<file path="src/rtl/lcd_bus_writer_pkg.sv">
// lcd_bus_writer_pkg: FSM states, LCD command bytes and long-command test for the LCD bus writer
package lcd_bus_writer_pkg;
  typedef enum logic [2:0] {
    LCDW_PWRUP,
    LCDW_IDLE,
    LCDW_SETUP,
    LCDW_PULSE,
    LCDW_HOLD,
    LCDW_WAIT
  } lcdw_state_t;
  localparam logic [7:0] LCD_CLEAR      = 8'h01;
  localparam logic [7:0] LCD_HOME       = 8'h02;
  localparam logic [7:0] LCD_ENTRY_MODE = 8'h06;
  localparam logic [7:0] LCD_DISPLAY_ON = 8'h0C;
  localparam logic [7:0] LCD_FUNC_SET   = 8'h38;
  localparam logic [7:0] LCD_DB_IDLE    = 8'hCC;
  function automatic logic lcd_long_cmd(input logic rs, input logic [7:0] data);
    return !rs && data[7:2] == 6'd0;
  endfunction
endpackage

</file>
<file path="src/rtl/lcd_bus_writer.sv">
// lcd_bus_writer: HD44780 bus-timing transmitter with setup, enable pulse, hold and execution wait
module lcd_bus_writer
  import lcd_bus_writer_pkg::*;
#(
  parameter int         PWRUP_CYC = 750000,
  parameter int         SETUP_CYC = 2,
  parameter int         PULSE_CYC = 12,
  parameter int         HOLD_CYC  = 1,
  parameter int         EXEC_CYC  = 2000,
  parameter int         LONG_CYC  = 82000,
  parameter logic [7:0] DB_IDLE   = LCD_DB_IDLE,
  parameter int         CNT_W     = 20
) (
  input  logic       clk,
  input  logic       reset,
  input  logic       wr_req,
  input  logic       wr_rs,
  input  logic [7:0] wr_data,
  output logic       wr_ready,
  output logic       busy,
  output logic       lcd_e,
  output logic       lcd_rs,
  output logic       lcd_rw,
  output logic [7:0] lcd_db
);
  lcdw_state_t state, state_n;
  logic [CNT_W-1:0] cnt, cnt_n;
  logic rs_q;
  logic [7:0] db_q;
  logic done, pwrup_done, active;
  assign done       = cnt == '0;
  assign pwrup_done = cnt == CNT_W'(PWRUP_CYC - 1);
  assign active     = state != LCDW_IDLE && state != LCDW_PWRUP;
  assign wr_ready   = state == LCDW_IDLE;
  assign busy       = ~wr_ready;
  assign lcd_rw     = 1'b0;
  assign lcd_rs     = active ? rs_q : 1'b0;
  assign lcd_db     = active ? db_q : DB_IDLE;
  always_comb begin
    state_n = state;
    cnt_n   = done ? '0 : cnt - 1'b1;
    unique case (state)
      LCDW_PWRUP: begin
        state_n = pwrup_done ? LCDW_IDLE : LCDW_PWRUP;
        cnt_n   = pwrup_done ? '0 : cnt + 1'b1;
      end
      LCDW_IDLE: if (wr_req) begin
        state_n = LCDW_SETUP;
        cnt_n   = CNT_W'(SETUP_CYC - 1);
      end
      LCDW_SETUP: if (done) begin
        state_n = LCDW_PULSE;
        cnt_n   = CNT_W'(PULSE_CYC - 1);
      end
      LCDW_PULSE: if (done) begin
        state_n = LCDW_HOLD;
        cnt_n   = CNT_W'(HOLD_CYC - 1);
      end
      LCDW_HOLD: if (done) begin
        state_n = LCDW_WAIT;
        cnt_n   = lcd_long_cmd(rs_q, db_q) ? CNT_W'(LONG_CYC - 1) : CNT_W'(EXEC_CYC - 1);
      end
      default: if (done) state_n = LCDW_IDLE;
    endcase
  end
  always_ff @(posedge clk) begin
    if (reset) begin
      state <= LCDW_PWRUP;
      cnt   <= '0;
      rs_q  <= 1'b0;
      db_q  <= DB_IDLE;
      lcd_e <= 1'b0;
    end else begin
      state <= state_n;
      cnt   <= cnt_n;
      lcd_e <= state_n == LCDW_PULSE;
      if (wr_ready && wr_req) begin
        rs_q <= wr_rs;
        db_q <= wr_data;
      end
    end
  end
endmodule

</file>
<file path="config.mk">
export PLATFORM = sky130hd
export DESIGN_NAME = lcd_bus_writer
export DESIGN_NICKNAME = d
export VERILOG_FILES = /design/src/rtl/lcd_bus_writer_pkg.sv /design/src/rtl/lcd_bus_writer.sv
export SDC_FILE = /design/constraint.sdc
export NUM_CORES = 1
export LEC_CHECK = 0
export ABC_AREA = 1
export BUFFER_PORTS_ARGS = -buffer_cell sky130_fd_sc_hd__clkbuf_2
export CORE_MARGIN = 3
export CORE_UTILIZATION = 45
export CTS_CLUSTER_DIAMETER = 120
export CTS_CLUSTER_SIZE = 16
export DETAILED_ROUTE_END_ITERATION = 8
export PLACE_DENSITY_LB_ADDON = 0.1
export SLEW_MARGIN = 20
export SYNTH_ARGS = -nofsm -noshare
export SYNTH_HDL_FRONTEND = slang
export SYNTH_SLANG_ARGS = --single-unit
</file>
<file path="constraint.sdc">
create_clock -name clk -period 1.71 [get_ports clk]
set_input_delay 0.171 -clock clk [delete_from_list [all_inputs] [get_ports clk]]
set_output_delay 0.171 -clock clk [all_outputs]
set_load 0.01 [all_outputs]
</file>
==> run summary <==
layout cells sized above 1 = 26.30%
Worst setup EP type = register
clock latency on the worst-skew pair = 0.30 ns
H-tree level count = 2
Worst EP arrival = 1.81 ns
post-route ant nets = 0
CP Data Required Time = 1.90 ns
Hold WC Path Type = in -> reg
clk slew on worst S/H paths = 0.08 ns
crit path kind = reg -> reg
Leakage = 1.770 nW
Root Driver = clkbuf_8
most common cell after layout, fill and taps aside = nand2_1
diode count = 0
Cell Rows = 28
Setup crit start kind = register
Synth Cell Area = 2836 µm²
final wirelength = 8063 µm
Num CTS Buffers = 5
pin count of the biggest net entering global routing = 15
die height = 85.40 µm
switching share of power = 31.87%
First-pass DRT Iterations = 5
Via density = 5.167
Total Power = 1.827 mW
Pwr Density = 518.8 nW/µm²
average cell area after synthesis = 6.009 µm²
crit share post-route = 94.51%
Seq pwr share = 42.9%
Area Growth Syn to Fin = 24.13%
finished layout cell area = 3521 µm²
main flop type after synthesis = dfxtp_1
number of synthesized flops with an enable pin = 0
final setup fails = 0
Routability Congestion = 0.9457
vias in the first global route = 2,867
MaxCap Viol Count = 0
flops & latches, synth = 33
Net Count, Synth = 487
Seq. cell area = 669.4 µm²
most frequent cells in the layout = nand2_1, inv_1, nor2_1, nand3_1, buf_4
outcome = finished clean
sequential-to-total area share from yosys stat = 23.29%
core area = 6026 µm²
Slew Viols, Final = 0
Tmin final = 1.616 ns
Comb pwr share = 23.4%
clock skew = 0.006716 ns
Clock Sinks = 33
CP max FO = 11
DP Area = 3274 µm²
initial antenna violation count = 0
nets@finish = 554
utilization after layout = 58.43%
initial detailed-routing violation count = 258
FILL cells = 588
All-Layer GR Usage = 22.90%
cells after synthesis = 472
cell-internal power = 1.245 mW
final worst slack = 0.09383 ns
final hold vios = 0
CTS Hold Bufs = 0
fmax = 618.7 MHz
Max VDD drop = 0.3220 mV
Die ar. = 7292 µm²
switching pwr = 582.1 µW
via count = 3,178
die width = 85.40 µm
setup TNS = 0 ns
worst hold margin = 0.09274 ns
global-route wire length before repair = 13,440 µm
Async S/R FF share, synth = 0%
gr ovfl total = 0
CTS tree = done
Initial Utilization = 47.07%
pre-CTS setup slack = -0.04003 ns
clock share of power = 33.7%
Port Buffers = 23
Placed Cells = 603
drt drc = 0
Yosys cell types = 36
Max Root-Sink Buffers = 2
post-route insts no fill = 615
multi-input logic area = 1871 µm²
DR WL/cell = 13.11 µm
placed wire-length estimate = 6312 µm
# IOs = 25
Yosys warning count = 0
-- cell usage after synthesis (4+ instances only) --
cell | number | share of area (%)
nor2_1 | 57 | 7.5
o21ai_0 | 21 | 3.7
nand4_1 | 8 | 1.8
buf_6 | 7 | 2.8
nand2_1 | 121 | 16
inv_1 | 69 | 9.1
a21oi_1 | 22 | 3.9
inv_2 | 4 | 0.53
nor2_2 | 6 | 1.3
buf_4 | 4 | 1.1
xor2_1 | 11 | 3.4
o211ai_1 | 4 | 1.1
nor3_1 | 4 | 0.71
dfxtp_1 | 33 | 23
nand3_1 | 58 | 10
nor2_4 | 11 | 4.4
-- sequential cells by signal, summed over array words and instances, names as in the netlist --
| signal | count |
|---|---|
| lcd_e | 1 |
| cnt | 20 |
| state | 3 |
| rs_q | 1 |
| db_q | 8 |
-- logic make-up (layout without fill, tap and decap cells) --
kind of cell,count (synthesis),count (layout),share of synthesized area [%]
AND/OR/NAND/NOR,277,278,46.01
buffers and inverters,91,158,15.00
AO/OA/AOI/OAI,55,55,10.54
flip-flops,33,33,23.29
XOR/XNOR,12,12,3.705
adder cells (fa/ha/maj),3,3,1.323
other,1,1,0.1322
-- critical path, stage by stage, from the launching register on --
cell,delay [ns]
dfxtp_2,0.33
inv_2,0.10
ha_4,0.15
nand3_2,0.09
nor2_4,0.16
nand3_4,0.10
o21ai_0,0.15
inv_2,0.18
a22oi_1,0.18
nor2_1,0.06
-- cell type report --
cell class / count / area share [%]
Multi-Input combinational cell: 349 / 53.13
Sequential cell: 33 / 19.01
Tap cell: 75 / 2.665
Clock inverter: 3 / 0.4975
Clock buffer: 5 / 1.955
Inverter: 74 / 7.960
Timing Repair Buffer: 76 / 14.78
-- layer usage --
layer	vias up	global-route usage [%]	routed length, µm
met5	-	0	0
met4	0	7.770	138
met3	15	3.689	629
met2	127	36.58	3751
met1	1418	31.27	3544
li1	1618	-	-
-- power by group through the flow --
stage,Combinational [mW],Clock [mW],Sequential [mW]
floorplan,0.250,0,0.797
global placement,0.363,0,0.800
detailed placement,0.363,0,0.800
CTS,0.365,0.631,0.783
global route,0.480,0.662,0.786
finish,0.428,0.615,0.784
-- repair_timing --
item	in CTS	in global routing
gates cloned	0	1
buffers inserted	0	3
resized for setup	2	37
endpoints found under the setup margin	14	22
pin swaps	0	10
-- final timing paths --
path	from	end	slack, ns	depth (start not counted)
worst min register to register	db_q[1]	db_q[1]	0.45	2
worst max-delay path	cnt[1]	cnt[11]	0.09	9
worst min-delay path	wr_data[7]	db_q[7]	0.09	3
worst max register to register	cnt[1]	cnt[11]	0.09	9
(Power assumes the default switching activity.)
